$ cat config.mk
export PLATFORM = sky130hd
export DESIGN_NAME = toggle_power_sampler
export DESIGN_NICKNAME = d
export VERILOG_FILES = /design/src/rtl/tps_pkg.sv /design/src/rtl/toggle_power_sampler_fifo.sv /design/src/rtl/toggle_power_sampler.sv
export SDC_FILE = /design/constraint.sdc
export NUM_CORES = 1
export LEC_CHECK = 0
export CELL_PAD_IN_SITES_DETAIL_PLACEMENT = 1
export CELL_PAD_IN_SITES_GLOBAL_PLACEMENT = 1
export CORE_MARGIN = 2
export CORE_UTILIZATION = 50
export CTS_CLUSTER_DIAMETER = 40
export DETAILED_ROUTE_END_ITERATION = 8
export GPL_TIMING_DRIVEN = 0
export PLACE_DENSITY_LB_ADDON = 0.1
export SETUP_SLACK_MARGIN = 0.5
export SLEW_MARGIN = 0
export SYNTH_ARGS = -nofsm -noshare
export SYNTH_HDL_FRONTEND = slang
export SYNTH_SLANG_ARGS = --single-unit
$ cat constraint.sdc
create_clock -name clk -period 12.05 [get_ports clk]
set_input_delay 2.41 -clock clk [delete_from_list [all_inputs] [get_ports clk]]
set_output_delay 2.41 -clock clk [all_outputs]
set_load 0.1 [all_outputs]
$ cat src/rtl/tps_pkg.sv
// tps_pkg: shared types, saturation constant and popcount helper for toggle_power_sampler
package tps_pkg;
  typedef enum logic [1:0] {IDLE, PRIME, ACCUM} state_t;
  localparam int POP_W = 1024;
  localparam int DEF_SAMPLE_W = 16;
  localparam logic [DEF_SAMPLE_W-1:0] SAT_MAX = '1;
  // callers zero-extend their vector to POP_W and pass its real width
  function automatic logic [10:0] popcount(input logic [POP_W-1:0] v, input int w);
    logic [10:0] c;
    c = '0;
    for (int i = 0; i < POP_W; i++)
      if (i < w) c = c + 11'(v[i]);
    return c;
  endfunction
endpackage

$ cat src/rtl/toggle_power_sampler_fifo.sv
// tps_sample_fifo: synchronous sample FIFO with valid/ready head that accepts a push on pop when full
module tps_sample_fifo #(
  parameter int DEPTH = 8,
  parameter int W = 16
) (
  input  logic         clk,
  input  logic         rst_n,
  input  logic         push,
  input  logic [W-1:0] din,
  input  logic         pop,
  output logic         valid,
  output logic [W-1:0] dout,
  output logic         full,
  output logic         empty
);
  localparam int AW = $clog2(DEPTH);
  logic [W-1:0] mem [DEPTH];
  logic [AW-1:0] wr_ptr, rd_ptr;
  logic [AW:0] count;
  logic do_pop, do_push;
  assign empty = count == '0;
  assign full = count == (AW+1)'(DEPTH);
  assign valid = !empty;
  assign dout = empty ? '0 : mem[rd_ptr];
  assign do_pop = pop && !empty;
  assign do_push = push && (!full || do_pop);
  always_ff @(posedge clk) begin
    if (!rst_n) begin
      wr_ptr <= '0;
      rd_ptr <= '0;
      count <= '0;
    end else begin
      if (do_push) wr_ptr <= wr_ptr + AW'(1);
      if (do_pop) rd_ptr <= rd_ptr + AW'(1);
      count <= count + (AW+1)'(do_push) - (AW+1)'(do_pop);
    end
  end
  always_ff @(posedge clk)
    if (do_push) mem[wr_ptr] <= din;
endmodule

$ cat src/rtl/toggle_power_sampler.sv
// toggle_power_sampler: windowed Hamming-distance power trace sampler with sample FIFO
// Build option: define TPS_HW_LEAK_EN to add the Hamming-weight term to each contribution.
module toggle_power_sampler
  import tps_pkg::*;
#(
  parameter int NETS = 64,
  parameter int WINDOW = 4,
  parameter int FIFO_DEPTH = 8,
  parameter int SAMPLE_W = 16,
  parameter int CNT_W = 16
) (
  input  logic                clk,
  input  logic                rst_n,
  input  logic                arm,
  input  logic                abort,
  input  logic [CNT_W-1:0]    n_samples,
  input  logic                net_valid,
  input  logic [NETS-1:0]     net_vec,
  output logic                smp_valid,
  input  logic                smp_ready,
  output logic [SAMPLE_W-1:0] smp_data,
  output logic                busy,
  output logic                overflow
);
  localparam int WCW = WINDOW > 1 ? $clog2(WINDOW) : 1;
  localparam int XW = SAMPLE_W + 13;
  localparam logic [SAMPLE_W-1:0] SAT = '1;
  state_t state, state_d;
  logic [NETS-1:0] prev;
  logic [SAMPLE_W-1:0] acc, sum;
  logic [WCW-1:0] win_cnt;
  logic [CNT_W-1:0] smp_cnt, target;
  logic [10:0] hd;
  logic [11:0] contrib;
  logic [XW-1:0] sum_x;
  logic start, step, win_last, push, done, drop, full, empty;
`ifdef TPS_HW_LEAK_EN
  logic [10:0] hw;
`endif
  always_comb begin
    hd = popcount(POP_W'(net_vec ^ prev), NETS);
`ifdef TPS_HW_LEAK_EN
    hw = popcount(POP_W'(net_vec), NETS);
    contrib = 12'(hd) + 12'(hw);
`else
    contrib = 12'(hd);
`endif
    sum_x = XW'(acc) + XW'(contrib);
    sum = sum_x > XW'(SAT) ? SAT : sum_x[SAMPLE_W-1:0];
  end
  assign start = state == IDLE && arm;
  assign step = state == ACCUM && net_valid && !abort;
  assign win_last = win_cnt == WCW'(WINDOW - 1);
  assign push = step && win_last;
  assign done = push && target != '0 && smp_cnt + CNT_W'(1) == target;
  // a dropped sample still counts toward n_samples; only the flag records the loss
  assign drop = push && full && !(smp_valid && smp_ready);
  assign busy = state == PRIME || state == ACCUM;
  always_comb begin
    state_d = state;
    case (state)
      IDLE:  state_d = arm ? PRIME : IDLE;
      PRIME: state_d = abort ? IDLE : net_valid ? ACCUM : PRIME;
      ACCUM: state_d = abort || done ? IDLE : ACCUM;
      default: state_d = IDLE;
    endcase
  end
  always_ff @(posedge clk) begin
    if (!rst_n) begin
      state <= IDLE;
      prev <= '0;
      acc <= '0;
      win_cnt <= '0;
      smp_cnt <= '0;
      target <= '0;
      overflow <= 1'b0;
    end else begin
      state <= state_d;
      if (start) begin
        target <= n_samples;
        acc <= '0;
        win_cnt <= '0;
        smp_cnt <= '0;
        overflow <= 1'b0;
      end else if (drop) overflow <= 1'b1;
      if (state == PRIME && net_valid && !abort) prev <= net_vec;
      if (step) begin
        prev <= net_vec;
        acc <= win_last ? '0 : sum;
        win_cnt <= win_last ? '0 : win_cnt + WCW'(1);
        if (win_last) smp_cnt <= smp_cnt + CNT_W'(1);
      end
    end
  end
  tps_sample_fifo #(.DEPTH(FIFO_DEPTH), .W(SAMPLE_W)) u_fifo (
    .clk(clk),
    .rst_n(rst_n),
    .push(push),
    .din(sum),
    .pop(smp_ready),
    .valid(smp_valid),
    .dout(smp_data),
    .full(full),
    .empty(empty)
  );
endmodule

# == Word-level counts from Yosys, hierarchy flattened ==
# Memories as Yosys holds them, arrays and structs flattened. A register that Yosys moved wholly into a read port is not among the register bits.
# Cells that the tools add are included.
# W data, S select, Z words.
# totals
out_inout_bits,19
n_memories,1
ram_bits,128
register_bits,127
inputBits,86
# memory_table
name,depth,word_bits,rd,rd_ports_with_merged_regs,wr,line,text
u_fifo.mem,8,16,1,1,1,toggle_power_sampler_fifo.sv:17,logic [W-1:0] mem [DEPTH];
# classes
add_sub_neg,70
eq_ne,5
magnitude_cmp,1
bitwise_logic,2
n_reduce_logical,25
n_mux,22
# op_table
operator,count
$add A11 B1 Y11,53
$mux W16,8
$mux W64,2
$xor A64 B64 Y64,1
$add A16 B11 Y17,1
$gt A17 B16 Y1 const B,1
$add A16 B1 Y16 const B,1
$eq A16 B16 Y1,1
$reduce_bool A16 Y1,1
$logic_and A1 B1 Y1,12
$mux W2,6
$add A10 B1 Y11,1
$add A9 B1 Y10,1
$add A8 B1 Y9,1
$add A7 B1 Y8,1
$add A6 B1 Y7,1
$add A3 B1 Y3 const B,2
$add A5 B1 Y6,1
$mux W3,2
$pmux W2 S3,1
$add A4 B1 Y5,1
$add A3 B1 Y4,1
$add A4 B1 Y4,1
$eq A2 B2 Y1 const B,2
14 further kinds,22

# == Depth between registers and ports, before layout ==
# logic_depth
word_depth,69
mapped_depth,23
depth_no_buf,22

# == Modules after synthesis ==
# A second synthesis with hierarchy kept.
# unflattened
hier_cells,1176
area_unflattened_um2,13111.3
# modules_own_cells
mod,cells_per_inst,area_each_um2,instances
toggle_power_sampler,901,7587.3,1
tps_sample_fifo,275,5524.0,1

# == Worst setup path after synthesis ==
# Ideal clock, no wire load.
# synth_path
kind,input port to flip-flop
start,input net_vec[17]
end,register acc[2]
setup_time_ns,0.117
cell_stages,22
t_arrival_ns,8.753
slack_ns,3.181
path_cell_list,xor2_1 > fa_1 > inv_1 > fa_1 > inv_1 > fa_1 > fa_1 > fa_1 > fa_1 > inv_1 > fa_1 > fa_1 > fa_1 > inv_1 > fa_1 > a21o_1 > a21oi_2 > o21ai_0 > a21oi_2 > buf_2 > nand2_1 > a22o_1
# synth_between
elab_chain_len,53
# synth_lines
item,line,text
from (decl),toggle_power_sampler.sv:18,"input logic [NETS-1:0] net_vec,"
$xor A64 B64 Y64 *,toggle_power_sampler.sv:41,"hd = popcount(POP_W'(net_vec ^ prev), NETS);"
$add A11 B1 Y11 * (47 in a row),tps_pkg.sv:12,if (i < w) c = c + 11'(v[i]);
$add A16 B11 Y17 *,toggle_power_sampler.sv:48,sum_x = XW'(acc) + XW'(contrib);
$gt A17 B16 Y1,toggle_power_sampler.sv:49,sum = sum_x > XW'(SAT) ? SAT : sum_x[SAMPLE_W-1:0];
$mux W16 *,toggle_power_sampler.sv:49,
via sum[2],toggle_power_sampler.sv:30,"logic [SAMPLE_W-1:0] acc, sum;"
$mux W16 *,toggle_power_sampler.sv:89,acc <= win_last ? '0 : sum;
$mux W16 *,toggle_power_sampler.sv:87,if (step) begin
to (signal assigned),toggle_power_sampler.sv:89,
to (decl),toggle_power_sampler.sv:30,
# The timed path passes the listed nets; every way through them passes the cells marked *.
# A chain may end at the register's enable or synchronous reset.

# == Final worst setup path ==
# layout_path
start,input net_vec[1]
end,register acc[4]
# layout_between
elab_chain_len,69
# layout_lines
item,line
$xor A64 B64 Y64 *,toggle_power_sampler.sv:41
$add A1 B1 Y2 *,tps_pkg.sv:12
$add A2 B1 Y3 *,tps_pkg.sv:12
$add A3 B1 Y4 *,tps_pkg.sv:12
$add A4 B1 Y5 *,tps_pkg.sv:12
$add A5 B1 Y6 *,tps_pkg.sv:12
$add A6 B1 Y7 *,tps_pkg.sv:12
$add A7 B1 Y8 *,tps_pkg.sv:12
(+2 left out),--
$add A10 B1 Y11 *,tps_pkg.sv:12
$add A11 B1 Y11 * (53 in a row),tps_pkg.sv:12
$add A16 B11 Y17 *,toggle_power_sampler.sv:48
$gt A17 B16 Y1,toggle_power_sampler.sv:49
$mux W16 *,toggle_power_sampler.sv:49
via sum[4],toggle_power_sampler.sv:30
$mux W16 *,toggle_power_sampler.sv:89
$mux W16 *,toggle_power_sampler.sv:87
# Marks and branches as above.

==> results.cfg <==
[run_status]
status = finished with violations
violations = DRC

[synth]
async_reset_ff_share_pct = 0
synth_edf_count = 128
synth_ff_type = dfxtp_1
synth-seq-area-share_pct = 48.3
ys_warn_count = 0
ys_seq_elements = 258
synth_cell_type_count = 63
syn_avg_cell_area_sq_um = 11.4
synthCells = 1170
synth_area_sq_mm = 0.0134
synth_nets = 1354

[clock_network]
numCtsBuffers = 38
post-cts-setup-buffer-count = 0
cts_hold_buf = 0
htreeDepth = 2
cts.sinks = 258
cts_root_buffer = clkbuf_16
clk_latency_ns = 0.51
cts.path.max_buffers = 3
clk_transition_reported_paths_ns = 0.05
cts_tree = done
ctsResizeCount = 0

[sta]
slew_headroom_pct = 26.6
slew_viol_final = 0
rsz0062_at_grt = no
setup_violations = 0
finClkSkew_ns = 0.0225
period_needed_ns = 9.66
fmax_mhz = 103
hold_violations = 0
tns_ns = 0
tightest_slew_ns = 1.09
fin_crit_sh_pct = 80.2

[detailed_routing]
drc = 12
drt_iter0_drc = 513
wire_per_inst_microns = 20.6
dr_total_vias = 9351
wl_microns = 34800
drtAntennaViolNets = 0
first_pass_iters = 7
drt-vias-per-instance = 5.53

[cells_and_area]
fin_nets = 1510
syn2layout_area_growth_pct = 21.9
drive_above_1_share_pct = 9.97

[hold_path]
hold_depth = 2
min_path_type = reg2reg

[worst_setup_path]
crit_family = adder cells
slowest_stage = fa_1
cp.arrival_ns = 10.06
reg2reg_depth = 22
startpoint_type = input port
crit_type = in2reg
path_buf_inv = 4
critical_path.endpoint_type = flop
required_ns = 12.45
path_depth = 21
slowest_delay_ns = 0.64
cp_cell_sequence = clkdlybuf4s50_1, xor2_1, fa_1, fa_1, fa_1, fa_1, fa_1, fa_1, inv_1, fa_1, fa_1, fa_1, inv_1, fa_1, a21o_1, a21oi_2, o21ai_0, a21oi_2, buf_2, nand2_1, a22o_1
crit_fanout = 10
cp_common_cell = fa_1

[grt]
grt_max_degree = 14
grt_pass1_vias = 10300
grt_usage_pct = 25.6
antenna_found_initial = 3
grt.overflow.total = 0
grt_pass1_wl_microns = 55900

[place]
dpl.hpwl_microns = 25200
place_congestion = 0.822
numPortBuffers = 104

[floorplanning]
core_sq_mm = 0.0261
fp.dieH_microns = 167
initial_core_util_pct = 51.1
rows = 59
die_w_microns = 167
die-area_sq_mm = 0.0280
ios = 105

[run]
maxCapViolCount = 0
[per-stage QoR]
| stage | hold slack [ns] | cells | util [%] | instance area (sq um) | setup WS [ns] |
|---|---|---|---|---|---|
| after global placement | 0.462 | 1609 | 56.7 | 14800 | 1.89 |
| after floorplan | 0.449 | 1170 | - | 13400 | 3.18 |
| after CTS | 0.480 | 1689 | 62.3 | 16300 | 2.33 |
| after global routing | 0.491 | 1689 | 62.3 | 16300 | 2.03 |
| after detailed placement | 0.466 | 1621 | 57.3 | 15000 | 1.85 |
| final | 0.475 | 1691 | 62.3 | 16300 | 2.39 |
[synthesized netlist by cell type (all sizes together), types with 2 or more instances]
master / instances / area, sq um
nand2: 205 / 786
dfxtp: 130 / 2600
edfxtp: 128 / 3840
a21boi: 88 / 661
inv: 60 / 225
fa: 57 / 1140
xnor2: 50 / 438
xor2: 48 / 420
ha: 41 / 513
nor2: 40 / 150
clkbuf: 39 / 146
a21oi: 33 / 173
mux4: 32 / 721
buf: 19 / 98.8
mux2i: 19 / 190
nand3: 19 / 95.1
o21ai: 18 / 93.8
and2: 16 / 100
nor3: 16 / 80.1
a21o: 13 / 97.6
nor2b: 13 / 81.3
a22o: 11 / 96.3
nor4: 7 / 43.8
nand2b: 6 / 37.5
nand4: 6 / 37.5
o21a: 6 / 45.0
a31oi: 5 / 31.3
and4: 5 / 46.3
a211oi: 3 / 22.5
nor3b: 3 / 22.5
o211ai: 3 / 22.5
or3: 3 / 18.8
a2111oi: 2 / 23.8
a41oi: 2 / 17.5
and3: 2 / 12.5
nand3b: 2 / 15.0
o2111ai: 2 / 17.5
o211a: 2 / 20.0
[flip-flops by register name (all words and copies together), names as in the netlist, named ones only]
| register | flops |
|---|---|
| u_fifo.mem | 128 |
| prev | 64 |
| acc | 16 |
| smp_cnt | 16 |
| target | 16 |
| u_fifo.count | 4 |
| u_fifo.rd_ptr | 3 |
| u_fifo.wr_ptr | 3 |
| state | 2 |
| win_cnt | 2 |
| overflow | 1 |
[cells by family after synthesis]
logic type / after synthesis / synth area share [%]
XOR/XNOR: 99 / 6.60
AND/OR/NAND/NOR: 348 / 11.8
AO/OA/AOI/OAI: 197 / 10.5
buffers and inverters: 118 / 3.52
multiplexers: 52 / 6.91
flip-flops: 258 / 48.3
adder cells (fa/ha/maj): 98 / 12.4
[worst reg2reg max path, stage by stage, from the launching register on]
cell and delay [ns]:
dfxtp_1 0.31, xor2_1 0.18, fa_1 0.57, inv_1 0.08, fa_1 0.54, inv_1 0.05, fa_1 0.53, fa_1 0.45
fa_1 0.53, fa_1 0.54, inv_1 0.05, fa_1 0.50, fa_1 0.64, fa_1 0.22, inv_1 0.05, fa_1 0.41
a21o_1 0.21, a21oi_2 0.24, o21ai_0 0.22, a21oi_2 0.29, buf_2 0.28, nand2_1 0.27, a22o_1 0.28
[area by class of cell]
cell class	count	area (sq um)
fill	2705	9860
multi-input combinational	794	6470
sequential	258	6450
timing repair buffer	116	1180
clock buffer	48	1050
tap	335	419
buffer	58	245
clock inverter	20	234
inverter	60	225
antenna	2	5.00
[routing by layer]
metal  GRT usage [%]  share of wire, %  routed length [microns]
met5               0             0.032                       11
met4            8.09               2.7                      946
met3            4.28               4.2                     1470
met2            46.1                51                    17600
met1            31.6                42                    14800
[layout by cell type, fill, tap and decap left out, drive strengths merged, types with 6 or more instances in the layout]
cell type	synthesis	final
a22o	11	11
xor2	48	48
clkdlybuf4s50	0	104
nor2b	13	13
nand2	205	205
xnor2	50	50
inv	60	65
nor3	16	16
edfxtp	128	128
mux4	32	32
o21ai	18	18
clkbuf	39	87
nor2	40	40
a21o	13	13
a21oi	33	33
clkinv	0	8
mux2i	19	19
buf	19	31
nand2b	6	6
and2	16	16
a21boi	88	88
nand4	6	6
ha	41	41
o21a	6	6
nand3	19	19
nor4	7	7
dfxtp	130	130
fa	57	57
[path summary, 6_finish.rpt]
path	start	endpoint	slack, ns
max reg2reg	prev[17]	acc[4]	4.48
min reg2reg	prev[37]	prev[37]	0.47
min	prev[37]	prev[37]	0.47
max	net_vec[1]	acc[4]	2.39
Power is left out: the tool's default activity adds up to more than one toggle a clock period on the data nets, which glitch-free logic cannot reach.
